==> src/rtl/bounce_gen_pkg.sv <==
// bounce_gen_pkg
//   Shared definitions for the synthetic bouncy-button generator:
//   FSM state encoding, LFSR width/taps and the LFSR step function.
//   Used by bounce_generator (top) and bounce_lfsr.

package bounce_gen_pkg;

    localparam int LFSR_W = 16;
    localparam logic [LFSR_W-1:0] LFSR_TAPS = 16'hB400;

    typedef enum logic [2:0] {
        IDLE           = 3'd0,
        PRESS_BOUNCE   = 3'd1,
        PRESSED        = 3'd2,
        RELEASE_BOUNCE = 3'd3,
        COOLDOWN       = 3'd4
    } state_e;

    // Galois right-shift LFSR step: feedback taken from bit 0.
    function automatic logic [LFSR_W-1:0] lfsr_next(input logic [LFSR_W-1:0] cur);
        logic [LFSR_W-1:0] shifted;
        shifted = cur >> 1;
        return cur[0] ? (shifted ^ LFSR_TAPS) : shifted;
    endfunction

endpackage

==> src/rtl/bounce_lfsr.sv <==
// bounce_lfsr
//   Free-running 16-bit Galois LFSR that supplies pseudo-random bounce
//   segment lengths. It steps on every clock so the sequence seen by the
//   generator is fully determined by the time since reset.
//
// Ports:
//   clk5     in   system clock
//   reset    in   asynchronous active-low reset (loads the seed)
//   state_o  out  current LFSR state
//
// Parameters:
//   SEED  reset value; an all-zero seed would lock the LFSR, so it is
//         replaced by 16'h0001.

module bounce_lfsr
    import bounce_gen_pkg::*;
#(
    parameter logic [LFSR_W-1:0] SEED = 16'hACE1
) (
    input  logic              clk5,
    input  logic              reset,
    output logic [LFSR_W-1:0] state_o
);

    localparam logic [LFSR_W-1:0] SEED_SAFE = (SEED == '0) ? 16'h0001 : SEED;

    logic [LFSR_W-1:0] lfsr_q;
    logic [LFSR_W-1:0] lfsr_d;

    assign lfsr_d = lfsr_next(lfsr_q);

    always_ff @(posedge clk5 or negedge reset) begin
        if (!reset) begin
            lfsr_q <= SEED_SAFE;
        end else begin
            lfsr_q <= lfsr_d;
        end
    end

    assign state_o = lfsr_q;

endmodule

==> src/rtl/bounce_generator.sv <==
// bounce_generator
//   On a start request, plays one synthetic bouncy button event on `raw`:
//   press bounce, stable press, release bounce, then a quiet cooldown.
//   Drives the raw input of the debounce block under test.
//
// Ports:
//   clk5       in   system clock (rising edge)
//   reset      in   asynchronous active-low reset
//   start      in   request one event; ignored while busy
//   n_bounce   in   glitches per bounce phase (0..15), sampled on start
//   press_len  in   stable pressed cycles, sampled on start (0 acts as 1)
//   raw        out  synthetic button level, 1 = pressed
//   busy       out  event in progress
//   done       out  one-cycle pulse when the event finishes
//
// Parameters:
//   GAP_W  bounce segment counter width; segments last 1..2^GAP_W cycles
//   SEED   LFSR reset value (0 is mapped to 1)
//
// Build option:
//   BOUNCE_FIXED_GAP_EN  when defined, every bounce segment lasts
//                        2^(GAP_W-1) cycles and the LFSR is not built.
//
// State table:
//   IDLE           | raw low, waiting for start
//   PRESS_BOUNCE   | initial high segment, then n_bounce (low, high) glitches
//   PRESSED        | raw high for press_len cycles
//   RELEASE_BOUNCE | initial low segment, then n_bounce (high, low) glitches
//   COOLDOWN       | raw low for 2^GAP_W cycles, then done

module bounce_generator
    import bounce_gen_pkg::*;
#(
    parameter int unsigned        GAP_W = 4,
    parameter logic [LFSR_W-1:0]  SEED  = 16'hACE1
) (
    input  logic        clk5,
    input  logic        reset,
    input  logic        start,
    input  logic [3:0]  n_bounce,
    input  logic [15:0] press_len,
    output logic        raw,
    output logic        busy,
    output logic        done
);

    state_e            state_q, state_d;
    logic              raw_q, raw_d;
    logic              busy_q, busy_d;
    logic              done_q, done_d;
    logic [GAP_W-1:0]  seg_q, seg_d;
    logic [3:0]        glitch_q, glitch_d;
    logic [3:0]        nb_q, nb_d;
    logic [15:0]       plen_q, plen_d;
    logic [15:0]       pcnt_q, pcnt_d;

    // Value loaded into the segment counter at each segment start (gap-1).
    logic [GAP_W-1:0]  gap_m1;
    logic [15:0]       plen_in;

`ifdef BOUNCE_FIXED_GAP_EN
    localparam logic [GAP_W-1:0] FIXED_GAP_M1 = GAP_W'((1 << (GAP_W - 1)) - 1);

    logic unused_seed;
    assign unused_seed = ^SEED;
    assign gap_m1      = FIXED_GAP_M1;
`else
    logic [LFSR_W-1:0] lfsr_state;
    logic              unused_lfsr_hi;

    bounce_lfsr #(
        .SEED    (SEED)
    ) u_lfsr (
        .clk5    (clk5),
        .reset   (reset),
        .state_o (lfsr_state)
    );

    assign gap_m1         = lfsr_state[GAP_W-1:0];
    assign unused_lfsr_hi = ^lfsr_state[LFSR_W-1:GAP_W];
`endif

    assign plen_in = (press_len == 16'd0) ? 16'd1 : press_len;

    always_ff @(posedge clk5 or negedge reset) begin
        if (!reset) begin
            state_q  <= IDLE;
            raw_q    <= 1'b0;
            busy_q   <= 1'b0;
            done_q   <= 1'b0;
            seg_q    <= '0;
            glitch_q <= '0;
            nb_q     <= '0;
            plen_q   <= '0;
            pcnt_q   <= '0;
        end else begin
            state_q  <= state_d;
            raw_q    <= raw_d;
            busy_q   <= busy_d;
            done_q   <= done_d;
            seg_q    <= seg_d;
            glitch_q <= glitch_d;
            nb_q     <= nb_d;
            plen_q   <= plen_d;
            pcnt_q   <= pcnt_d;
        end
    end

    always_comb begin
        state_d  = state_q;
        raw_d    = raw_q;
        busy_d   = busy_q;
        done_d   = 1'b0;
        seg_d    = seg_q;
        glitch_d = glitch_q;
        nb_d     = nb_q;
        plen_d   = plen_q;
        pcnt_d   = pcnt_q;

        unique case (state_q)
            IDLE: begin
                raw_d  = 1'b0;
                busy_d = 1'b0;
                if (start) begin
                    nb_d   = n_bounce;
                    plen_d = plen_in;
                    busy_d = 1'b1;
                    raw_d  = 1'b1;
                    if (n_bounce != 4'd0) begin
                        state_d  = PRESS_BOUNCE;
                        seg_d    = gap_m1;
                        glitch_d = n_bounce;
                    end else begin
                        // No bounce: the first high cycle already counts as pressed.
                        state_d = PRESSED;
                        pcnt_d  = plen_in - 16'd1;
                    end
                end
            end

            PRESS_BOUNCE: begin
                if (seg_q == '0) begin
                    if (raw_q) begin
                        if (glitch_q == 4'd0) begin
                            state_d = PRESSED;
                            pcnt_d  = plen_q - 16'd1;
                        end else begin
                            raw_d = 1'b0;
                            seg_d = gap_m1;
                        end
                    end else begin
                        // A glitch completes when raw returns high.
                        raw_d    = 1'b1;
                        glitch_d = glitch_q - 4'd1;
                        seg_d    = gap_m1;
                    end
                end else begin
                    seg_d = seg_q - 1'b1;
                end
            end

            PRESSED: begin
                if (pcnt_q == 16'd0) begin
                    raw_d = 1'b0;
                    if (nb_q == 4'd0) begin
                        state_d = COOLDOWN;
                        seg_d   = '1;
                    end else begin
                        state_d  = RELEASE_BOUNCE;
                        seg_d    = gap_m1;
                        glitch_d = nb_q;
                    end
                end else begin
                    pcnt_d = pcnt_q - 16'd1;
                end
            end

            RELEASE_BOUNCE: begin
                if (seg_q == '0) begin
                    if (!raw_q) begin
                        if (glitch_q == 4'd0) begin
                            state_d = COOLDOWN;
                            seg_d   = '1;
                        end else begin
                            raw_d = 1'b1;
                            seg_d = gap_m1;
                        end
                    end else begin
                        // A glitch completes when raw returns low.
                        raw_d    = 1'b0;
                        glitch_d = glitch_q - 4'd1;
                        seg_d    = gap_m1;
                    end
                end else begin
                    seg_d = seg_q - 1'b1;
                end
            end

            COOLDOWN: begin
                // Counter loaded with all ones, so this lasts 2^GAP_W cycles.
                if (seg_q == '0) begin
                    state_d = IDLE;
                    busy_d  = 1'b0;
                    done_d  = 1'b1;
                end else begin
                    seg_d = seg_q - 1'b1;
                end
            end

            default: begin
                state_d = IDLE;
                raw_d   = 1'b0;
                busy_d  = 1'b0;
            end
        endcase
    end

    assign raw  = raw_q;
    assign busy = busy_q;
    assign done = done_q;

endmodule

==> config.mk <==
export PLATFORM = sky130hd
export DESIGN_NAME = bounce_generator
export DESIGN_NICKNAME = d
export VERILOG_FILES = /design/src/rtl/bounce_gen_pkg.sv /design/src/rtl/bounce_lfsr.sv /design/src/rtl/bounce_generator.sv
export SDC_FILE = /design/constraint.sdc
export NUM_CORES = 1
export LEC_CHECK = 0
export BUFFER_PORTS_ARGS = -buffer_cell sky130_fd_sc_hd__clkbuf_2
export CORE_AREA = 5 5 105 107
export DETAILED_ROUTE_END_ITERATION = 10
export DIE_AREA = 0 0 110 112
export GPL_ROUTABILITY_DRIVEN = 1
export SLEW_MARGIN = 20
export SYNTH_ARGS = -nofsm -noshare
export SYNTH_HDL_FRONTEND = slang
export SYNTH_SLANG_ARGS = --single-unit
==> constraint.sdc <==
create_clock -name clk5 -period 2.3 [get_ports clk5]
set_clock_uncertainty 0.15 [all_clocks]
set_input_delay 0 -clock clk5 [delete_from_list [all_inputs] [get_ports clk5]]
set_output_delay 0 -clock clk5 [all_outputs]
set_load 0.02 [all_outputs]
# Word-level counts from Yosys, hierarchy flattened
# Cells that the tools add are included.
op_classes:
  muxes: 55
  n_bitwise: 3
  n_eq_ne: 21
  n_reduce_logical: 18
  addsub: 5
op_table:
  columns: ["cell", "n"]
  rows:
  - ["two-way mux 16 bit", 8]
  - ["two-way mux 4 bit", 19]
  - ["case mux 16 bit (3 select lines)", 1]
  - ["subtractor 16 x 1 -> 16 bit (second input constant)", 3]
  - ["logical NOT 16 bit", 2]
  - ["!= test 2 bit (second input constant)", 16]
  - ["two-way mux 3 bit", 10]
  - ["case mux 4 bit (5 select lines)", 1]
  - ["AND reduction 9 bit", 2]
  - ["case mux 4 bit (4 select lines)", 1]
  - ["case mux 3 bit (5 select lines)", 1]
  - ["logical NOT 4 bit", 3]
  - ["two-way mux 1 bit", 11]
  - ["nonzero test 4 bit", 2]
  - ["subtractor 4 x 1 -> 4 bit (second input constant)", 2]
  - ["AND reduction 7 bit", 1]
  - ["equality test 3 x 2 -> 1 bit (second input constant)", 2]
  - ["AND reduction 6 bit", 1]
  - ["case mux 1 bit (5 select lines)", 1]
  - ["nonzero test 5 bit", 1]
  - ["!= test 4 bit (second input constant)", 1]
  - ["inverter 3 -> 4 bit", 1]
  - ["AND reduction 2 bit", 2]
  - ["AND reduction 4 bit", 1]
  - ["8 further kinds", 9]
word_totals:
  register_bits: 66
  input_bits: 23
  word_cells: 112
  out_inout_bits: 3

# Logic depth before layout (Yosys ltp)
# Gate-level depths: netlist of run 1.
depth:
  word_depth: 6
  ltp_mapped: 11
  mapped_depth_nobuf: 9

# Modules after synthesis
# From an unflattened synthesis of run 1, not the netlist that was laid out.
hier_totals:
  hier_cells: 409
  hier_area_um2: 3963.8
by_module_without_submodules:
  columns: ["mod", "instances", "area_per_inst_um2", "seq_area_each_um2", "cells_each"]
  rows:
  - ["bounce_generator", 1, 3429.5, 1251.2, 377]
  - ["bounce_lfsr", 1, 534.3, 410.4, 32]

# Worst setup path after synthesis of run 1
# OpenSTA, ideal clock, no wires.
synth_path:
  path_kind: "reg-to-reg"
  startpoint: "register state_q[1]"
  endpoint: "register pcnt_q[10]"
  path_buffers: 1
  path_stages_with_launch: 11
  arrival_time_ns: 1.956
  slack_ns: 0.072
  synth_period_minus_slack_ns: 2.228
  setup_ns: 0.123
  cell_sequence: "dfrtp_1 -> buf_6 -> nand2b_4 -> o32a_1 -> o211ai_2 -> ha_1 -> a21boi_2 -> nand4_2 -> nor2_1 -> xor2_1 -> a21oi_1"
synth_via:
  elab_chain_cells: 3
  word_cells_on_any_way: 12
  classes_between: "8 x eq/ne; 1 x mux; 3 x reduce/logical"
synth_lines:
  columns: ["item", "line", "text"]
  rows:
  - ["from (decl)", "bounce_generator.sv:47", "state_e state_q, state_d;"]
  - ["from (signal assigned)", "bounce_generator.sv:97", "state_q <= state_d;"]
  - ["equality test 3 x 2 -> 1 bit (tied with other cells)", "bounce_generator.sv:120", "unique case (state_q)"]
  - ["!= test 2 bit (no line) / nonzero test 3 bit (equally long branches)", null, null]
  - ["AND reduction 7 bit (no line)", null, null]
  - ["to (signal assigned)", "bounce_generator.sv:105", "pcnt_q <= pcnt_d;"]
  - ["to (decl)", "bounce_generator.sv:55", "logic [15:0] pcnt_q, pcnt_d;"]
# Several ways; a longest one is shown, not always the timed one.
# A chain may end at the register's enable or synchronous reset.

# Worst setup path in the final report of run 1
layout_path:
  startpoint: "register state_q[1]"
  endpoint: "register pcnt_q[5]"
# The elaborated chain is that of the path after synthesis.

==> results by group, run 1 <==
Status
  – Status: complete, but fails checks
  – Failing checks: setup timing

STA
  – Count of pins over their slew limit: 0
  – Unrepaired setup endpoints after global routing: yes
  – Period Utilization, post-route: 1.02
  – Fmax: about 430 MHz
  – Final setup fails: 1
  – Least-Margin Pin Slew: roughly 840 ps
  – Crit path time final: between 2000 and 2500 ps
  – Setup ws final: -35.9 ps
  – Final Hold Viols: 0
  – Normalized max-slew margin: 0.441

Final layout
  – FILL cells: 920
  – Fin nets: roughly 530
  – Share of cells above drive strength 1: 0.374
  – Diode count: 0
  – Area delta synth->final: 33.8%

Critical path
  – WP data arrival: ~2400 ps
  – Worst setup EP type: register
  – Startpoint types: register
  – Delay-heaviest family, CP: buffers and inverters
  – Worst path most repeated cell: buf_4
  – CP max stage cell: dfrtp_2
  – CP Max Fanout: 9
  – WP data required: around 2400 ps
  – Crit-path max cell delay: between 400 and 500 ps
  – Crit-path cells: buf_4, a22oi_2, o221a_2, buf_4, nand4_4, buf_4, nand2b_1, xnor2_2, a21oi_2
  – WP buf/inv: 3
  – WS Path Type: register to register

Logic synthesis
  – Most frequent cell after synthesis: dfrtp_1
  – Most frequent cells after synthesis: dfrtp_1, nor2_1, nand2_1
  – Yosys Warn Count: 0
  – Post-synth EDFFs: 0
  – Synth Area per Inst: 9.66 um^2
  – Post-synth ARST share: 1.00
  – Yosys top cell by area: dfrtp_1
  – Main synth FF type: dfrtp_1
  – Distinct cells, synth: slightly below 70
  – Synth Register Bits: between 60 and 70
  – Cells after Synth: about 400
  – Register area share after synthesis: 0.427
  – Post-Syn Area: approximately 4000 um^2
  – Synth top area share: 0.373
  – Syn_nets: 430
  – Largest cells by area after synthesis: dfrtp_1, mux2_2, dfstp_2

Pwr
  – Pwr dens: 1500 nW/um^2
  – Power, Total: 7.81 mW
  – VDD IR max: between 0.0005 and 0.0006 V
  – Pleak: between 2 and 2.5 nW

Routing
  – Final wirelength: 10300 um
  – DRC: 0
  – First-pass DRT Iterations: 5
  – Vias per cell: approximately 5.4
  – WL/cell: between 15 and 20 um
  – Vias: about 3.5k
  – Number of DRC markers in iteration 0: 205
  – Antenna Violating Nets Remaining: 0

Worst hold path
  – Hold crit path type: input port to register

Clocking
  – TritonCTS Sinks: 66
  – CTS tree: done
  – Cts bufs inserted: 9
  – Clk_lat worst skew: between 300 and 400 ps
  – Reg clk slew, reported paths: approximately 90 ps
  – H-tree depth: 3
  – Root buffer cell: clkbuf_8
  – Max Root-Sink Buffers: 2

GRT
  – First-pass GRT wire length: roughly 17000 um
  – Largest net degree at the start of global routing: 67
  – Initial antenna violation count: 0
  – Tot GR Track Use: 0.168
  – Vias in the first global route: ~3.4k
  – Grt total ovfl: 0

Die
  – Cell row count: 37
  – Core area: ~10000 um^2
  – DIE WIDTH: ~110 um
  – # IOs: 26
  – Die area: about 12000 um^2
  – Initial core utilization: 0.387
  – Die H: 112 um

Place
  – Detailed placer's ending HPWL: between 6000 and 7000 um
  – Routability cong.: roughly 0.9
  – Pre-CTS setup slack: -164 ps
  – PortBufs: 25

Job
  – Max cap viols: 0
## worst register-to-register path: cells and delay by family (launching register included)
family / cells / cell delay, ps
flip-flops: 1 / 480
XOR/XNOR: 1 / 190
AO/OA/AOI/OAI: 3 / 510
AND/OR/NAND/NOR: 2 / 350
buffers and inverters: 3 / 550
## stage by stage
stage | utilization | TNS [ps] | cells | instance area (um^2) | hold slack, ps
after CTS | 0.494 | 0 | 636 | 4970 | 99.8
after global routing | 0.518 | -1000 | 642 | 5210 | 159
final | 0.518 | -35.9 | 642 | 5210 | 125
after detailed placement | 0.445 | -1270 | 597 | 4470 | 98.1
after global placement | 0.445 | -1260 | 597 | 4470 | 83.0
after floorplan | - | 0 | 403 | 3890 | -446
## power by group
group	switching [mW]	internal, mW	total, mW
registers	0.396	1.61	2.01
clock network	0.522	0.633	1.16
logic	2.36	2.29	4.64
## layout by cell type, fill, tap and decap left out, types with 5 or more instances in the layout
| cell | synthesis | final |
|---|---|---|
| a21oi_1 | 23 | 21 |
| a22oi_1 | 14 | 12 |
| a32oi_1 | 8 | 8 |
| buf_4 | 6 | 54 |
| clkbuf_2 | 0 | 24 |
| clkbuf_8 | 0 | 9 |
| dfrtp_1 | 58 | 54 |
| dfstp_2 | 8 | 8 |
| dlygate4sd3_1 | 0 | 23 |
| inv_1 | 18 | 15 |
| mux2_2 | 19 | 19 |
| nand2_1 | 40 | 38 |
| nand2b_1 | 11 | 11 |
| nor2_1 | 47 | 43 |
| nor4_1 | 10 | 5 |
| o211ai_1 | 6 | 6 |
| o21ai_0 | 20 | 19 |
| o32a_1 | 5 | 5 |
| xnor2_1 | 8 | 7 |
| xor2_1 | 9 | 9 |
## worst paths after layout
| check | from | end | slack [ps] | cells past startpoint |
|---|---|---|---|---|
| max | state_q[1] | pcnt_q[5] | -40 | 9 |
| min | press_len[6] | pcnt_q[6] | 120 | 6 |
| max reg2reg | state_q[1] | pcnt_q[5] | -40 | 9 |
| min reg2reg | u_lfsr.state_o[9] | u_lfsr.state_o[8] | 200 | 0 |
| max in group asynchronous | reset | state_q[2] | 1200 | 3 |
| min in group asynchronous | reset | plen_q[4] | 210 | 3 |
## layout make-up
cell class,count,area (um^2),area share
multi-input combinational,295,2180,0.420
sequential,66,1670,0.320
timing repair buffer,110,882,0.169
tap,136,170,0.0327
clock buffer,9,124,0.0238
clock inverter,7,109,0.0209
inverter,19,71.3,0.0137
## metal layers
layer	global-route usage	vias up	wire, um
met5	0	-	0
met4	0.0416	0	118
met3	0.0365	12	399
met2	0.273	84	5180
met1	0.226	1713	4570
li1	-	1657	-
## registers in the layout (all words and copies together) (netlist names)
signal / flops
nb_q: 4
pcnt_q: 16
seg_q: 4
glitch_q: 4
raw: 1
busy: 1
done: 1
plen_q: 16
u_lfsr.state_o: 16
state_q: 3
## repair_timing
action	4_1_cts	5_1_grt
gates resized for setup	8	41
pin swaps	1	11
hold endpoints to repair	84	0
setup endpoints to repair	24	27
gates cloned	0	2
buffers inserted	0	4
hold buffers	23	0
## cell families (layout without fill, tap and decap cells)
family / after synthesis / in the layout / share of synthesized area
and+or+nand+nor: 135 / 135 / 0.177
AOI/OAI and AO/OA: 117 / 117 / 0.223
DFF: 66 / 66 / 0.427
buffers and inverters: 42 / 145 / 0.0588
muxes: 22 / 22 / 0.0630
xor gates and xnor gates: 17 / 17 / 0.0383
adders and majority gates: 4 / 4 / 0.0129
Power figures use the tool's default switching activity.
==> run 2, diff against run 1 <==
--- a/config.mk
+++ b/config.mk
@@ -10,6 +10,7 @@
 export DETAILED_ROUTE_END_ITERATION = 10
 export DIE_AREA = 0 0 110 112
 export GPL_ROUTABILITY_DRIVEN = 1
+export PLACE_DENSITY = 0.64
 export SLEW_MARGIN = 20
 export SYNTH_ARGS = -nofsm -noshare
 export SYNTH_HDL_FRONTEND = slang
==> results by group, run 2 (synthesized netlist as in run 1, its figures left out) <==
STA
  – Final setup fails: 1
  – Final Hold Viols: 0
  – Normalized max-slew margin: 0.517
  – Count of pins over their slew limit: 0
  – Unrepaired setup endpoints after global routing: yes
  – Fin Setup TNS: -0.201 ps
  – Crit path time final: between 2000 and 2500 ps
  – Period Utilization, post-route: 1.00
  – Least-Margin Pin Slew: 724 ps
  – Fin Hold WS: 83.9 ps
  – Setup ws final: -0.201 ps
  – Fmax: 435 MHz

Routing
  – Vias: approximately 3.6k
  – Number of DRC markers in iteration 0: 233
  – DRC: 0
  – Antenna Violating Nets Remaining: 0
  – First-pass DRT Iterations: 7
  – Vias per cell: between 5 and 6
  – Final wirelength: around 11000 um
  – WL/cell: between 15 and 20 um

GRT
  – Vias in the first global route: about 3.5k
  – First-pass GRT wire length: 16900 um
  – Initial antenna violation count: 0
  – Grt total ovfl: 0
  – Tot GR Track Use: 0.171
  – Largest net degree at the start of global routing: 39

Critical path
  – WP data arrival: approximately 2400 ps
  – CP Max Fanout: 4
  – Crit-path cells: o21bai_2, a22oi_2, o221a_2, ha_2, a21boi_4, buf_4, nand3_1, xnor2_1, a21oi_1
  – WS Path Type: register to register
  – Reg2reg setup slack: -0.2 ps
  – Worst setup EP type: register
  – CP max stage cell: dfrtp_2
  – Startpoint types: register
  – Crit-path max cell delay: 460 ps
  – Delay-heaviest family, CP: compound AO/OA/AOI/OAI gates
  – WP data required: about 2400 ps
  – WP buf/inv: 1

Place
  – Detailed placer's ending HPWL: between 7000 and 8000 um
  – DP Area: roughly 4500 um^2
  – Routability cong.: 0.875
  – PortBufs: 25

Die
  – # IOs: 26
  – Cell row count: 37
  – Initial core utilization: 0.387
  – Die area: 12300 um^2
  – Die H: between 100 and 150 um
  – Core area: roughly 10000 um^2
  – DIE WIDTH: 110 um

Clocking
  – Reg clk slew, reported paths: 80 ps
  – Cts bufs inserted: 9
  – H-tree depth: 3
  – Root buffer cell: clkbuf_8
  – TritonCTS Sinks: 66
  – CTS tree: done
  – Max Root-Sink Buffers: 2
  – Clk_lat worst skew: 350 ps

Final layout
  – Footprint of the multi-input gates: 2180 um^2
  – Register area: roughly 1700 um^2
  – Fin nets: around 540
  – Final Cell Area: ~5300 um^2
  – Most frequent cells in the layout: buf_4, dfrtp_1, nor2_1
  – Share of cells above drive strength 1: 0.387
  – Final design utilization: 0.529
  – FILL cells: around 900
  – Diode count: 0
  – Area delta synth->final: 36.6%
  – Most common cell after layout, fill and taps aside: buf_4

Pwr
  – VDD IR max: slightly above 0.0008 V
  – Pleak: 2.27 nW
  – Pwr dens: around 1500 nW/um^2

Worst hold path
  – Hold crit path type: input port to async pin

Status
  – Failing checks: setup timing
  – Status: complete, but fails checks

Job
  – Max cap viols: 0
run 2: stage by stage:
| step | setup WS, ps | cells | total power [mW] |
|---|---|---|---|
| 3_5_place_dp | -107 | 597 | 6.09 |
| 4_1_cts | 13.5 | 639 | 7.25 |
| 2_1_floorplan | 71.7 | 403 | 4.78 |
| 3_3_place_gp | -16.5 | 597 | 5.98 |
| 5_1_grt | -124 | 653 | 8.42 |
| 6_report | -0.201 | 653 | 7.83 |
run 2: layout make-up:
cell class                 instances  share of cell area
clock inverter                     7              0.0144
multi-input combinational        295               0.410
timing repair buffer             121               0.193
inverter                          19              0.0134
tap                              136              0.0320
clock buffer                       9              0.0233
sequential                        66               0.313
run 2: layer usage:
layer	track usage	up-vias	part of all wire
met4	0.0557	0	0.029
met1	0.229	1738	0.44
met2	0.272	103	0.48
met3	0.0383	31	0.049
met5	0	-	0
li1	-	1683	-
run 2: worst paths after layout:
path / start / to / cells past startpoint
worst min-delay path: reset / plen_q[1] / 2
worst max-delay path: state_q[2] / pcnt_q[6] / 9
max in group asynchronous: reset / u_lfsr.state_o[6] / 3
worst min register to register: u_lfsr.state_o[12] / u_lfsr.state_o[11] / 0
min in group clk5: press_len[9] / pcnt_q[9] / 6
worst max register to register: state_q[2] / pcnt_q[6] / 9
run 2: timing repair:
| item | 4_1_cts | 5_1_grt |
|---|---|---|
| pin swaps | 1 | 8 |
| endpoints found under the setup margin | 21 | 26 |
| setup buffers | 3 | 11 |
| endpoints found under the hold margin | 54 | 0 |
| hold buffers | 23 | 0 |
| cloned | 0 | 3 |
| resized for setup | 6 | 50 |
run 2: power by group:
part           switching (mW)  total (mW)  leakage, nW  internal (mW)
clock                   0.491       0.998       0.0962          0.507
sequential              0.418        2.03        0.779           1.61
combinational            2.40        4.81         1.40           2.41
==> run 3, diff against run 2 <==
--- a/config.mk
+++ b/config.mk
@@ -6,12 +6,13 @@
 export NUM_CORES = 1
 export LEC_CHECK = 0
 export BUFFER_PORTS_ARGS = -buffer_cell sky130_fd_sc_hd__clkbuf_2
-export CORE_AREA = 5 5 105 107
+export CORE_AREA = 5 5 121 123
 export DETAILED_ROUTE_END_ITERATION = 10
-export DIE_AREA = 0 0 110 112
+export DIE_AREA = 0 0 126 128
 export GPL_ROUTABILITY_DRIVEN = 1
-export PLACE_DENSITY = 0.64
+export PLACE_DENSITY = 0.53
 export SLEW_MARGIN = 20
 export SYNTH_ARGS = -nofsm -noshare
 export SYNTH_HDL_FRONTEND = slang
+export SYNTH_HIERARCHICAL = 1
 export SYNTH_SLANG_ARGS = --single-unit
==> results by group, run 3 <==
Status
  – Status: complete, but fails checks
  – Failing checks: setup timing

Die
  – Die H: roughly 130 um
  – Initial core utilization: 0.287
  – Cell row count: 43
  – # IOs: 26
  – Core area: about 14000 um^2
  – DIE WIDTH: roughly 130 um
  – Die area: around 16000 um^2

GRT
  – Busiest grt layer: met2
  – Largest net degree at the start of global routing: 52
  – GRT met2 Usage: 0.233
  – Tot GR Track Use: 0.133
  – First-pass GRT wire length: between 15000 and 20000 um
  – Vias in the first global route: 3459
  – Initial antenna violation count: 0
  – GR Util met1: 0.163
  – Met3 Resource Use GR: 0.0292
  – Grt total ovfl: 0

Final layout
  – Most frequent cells in the layout: buf_4, dfrtp_1, nand2_1
  – Footprint of the multi-input gates: approximately 2200 um^2
  – Share of cells above drive strength 1: 0.400
  – Area delta synth->final: 42.0%
  – Final Cell Area: around 5500 um^2
  – Final design utilization: 0.408
  – Most common cell after layout, fill and taps aside: buf_4
  – Final cell count without fillers: roughly 700
  – Diode count: 0
  – Fin nets: between 500 and 600
  – Register area: 1670 um^2
  – FILL cells: around 1.3k

Critical path
  – Crit-path cells: clkbuf_16, o21bai_4, buf_4, a22o_1, a21oi_1, nand4b_1, buf_4, nor3_2, xnor2_1, o21ai_1
  – Crit-path max cell delay: ~430 ps
  – Delay-heaviest family, CP: compound AO/OA/AOI/OAI gates
  – CP max stage cell: dfrtp_2
  – Startpoint types: register
  – WS Path Type: register to register
  – WP buf/inv: 3
  – Worst setup EP type: register
  – CP Max Fanout: 6
  – WP data required: around 2400 ps
  – WP data arrival: 2380 ps
  – Reg2reg setup slack: -2 ps
  – Worst path most repeated cell: buf_4

Pwr
  – Sw frac: 0.402
  – Pwr dens: 1520 nW/um^2
  – Internal power: roughly 5.0 mW
  – P_sw: 3.39 mW
  – Flop pwr share: 0.233
  – Clock share of power: 0.172
  – Logic pwr share: 0.595
  – VDD IR max: 0.000537 V
  – Pleak: about 2.4 nW

Logic synthesis
  – Yosys Warn Count: 6
  – Post-Syn Area: ~4000 um^2
  – Cells after Synth: 400
  – Syn_nets: between 400 and 500
  – Synth Area per Inst: between 9 and 10 um^2

Routing
  – Final wirelength: ~11000 um
  – Vias per cell: 4.99
  – Antenna Violating Nets Remaining: 0
  – DRC: 0
  – Vias: about 3.5k
  – Number of DRC markers in iteration 0: 312
  – WL/cell: between 15 and 20 um
  – First-pass DRT Iterations: 5

STA
  – Period Utilization, post-route: 1.00
  – Final Hold Viols: 0
  – Setup ws final: -2.47 ps
  – Final setup fails: 2
  – Normalized max-slew margin: 0.524
  – Count of pins over their slew limit: 0
  – Crit path time final: about 2300 ps
  – Fmax: roughly 430 MHz
  – Fin Setup TNS: -2.95 ps
  – Least-Margin Pin Slew: around 700 ps
  – Unrepaired setup endpoints after global routing: yes

Clocking
  – TritonCTS Sinks: 66
  – Cts bufs inserted: 9
  – Max Root-Sink Buffers: 2
  – Root buffer cell: clkbuf_16
  – Clk_lat worst skew: between 300 and 400 ps
  – H-tree depth: 3
  – CTS tree: done
  – Reg clk slew, reported paths: 60 ps

Place
  – Pre-CTS setup slack: -68.7 ps
  – PortBufs: 25
  – Routability cong.: just under 0.9
  – DP Area: between 4000 and 5000 um^2
  – Dpl cells: about 640
  – Detailed placer's ending HPWL: around 7600 um

Worst hold path
  – Hold crit path type: input port to register

Job
  – Max cap viols: 0
==> run 3: routing by layer <==
| layer | share of wire | up-vias |
|---|---|---|
| met5 | 0 | - |
| met4 | 0.022 | 0 |
| met3 | 0.038 | 18 |
| met2 | 0.51 | 69 |
| met1 | 0.43 | 1703 |
| li1 | - | 1687 |
==> run 3: final cells by class <==
cell class,count,area share
Clock buffer,9,0.0407
Clock inverter,7,0.0152
Inverter,12,0.00814
Multi-Input combinational cell,295,0.407
Sequential cell,66,0.301
Tap cell,180,0.0407
Timing Repair Buffer,128,0.188
==> run 3: worst min-delay path, cell delays in order <==
cell and delay [ps]:
clkbuf_2 140, nor3_2 80, nand4_1 140, a31oi_1 100
==> run 3: metrics by stage <==
| stage | total power [mW] | hold WS (ps) |
|---|---|---|
| 2_1_floorplan | 4.84 | -446 |
| 3_3_place_gp | 6.28 | -187 |
| 3_5_place_dp | 6.34 | -181 |
| 4_1_cts | 7.97 | 8.02 |
| 5_1_grt | 9.07 | 49.4 |
| 6_report | 8.43 | 18.8 |
==> run 3: power groups by stage <==
stage / logic (mW) / clock network (mW) / registers, mW
after floorplan: 2.98 / 0 / 1.87
after global placement: 4.36 / 0 / 1.92
after detailed placement: 4.40 / 0 / 1.93
after CTS: 4.55 / 1.49 / 1.93
after global routing: 5.52 / 1.54 / 2.01
final: 5.01 / 1.45 / 1.96
==> run 3: path summary, 6_finish.rpt <==
check / depth (start not counted) / end / start
max: 10 / pcnt_q[13] / state_q[0]
max reg2reg: 10 / pcnt_q[13] / state_q[0]
max in group asynchronous: 3 / pcnt_q[13] / reset
min: 4 / plen_q[0] / press_len[7]
min in group asynchronous: 3 / plen_q[5] / reset
min reg2reg: 0 / u_lfsr/state_o[3] / u_lfsr/state_o[4]
==> run 3: what timing repair did <==
item	4_1_cts	5_1_grt
setup endpoints to repair	22	23
gates resized for setup	11	31
pin swaps	6	13
setup buffers	1	13
endpoints found under the hold margin	83	0
hold buffers	23	0
gates cloned	0	1
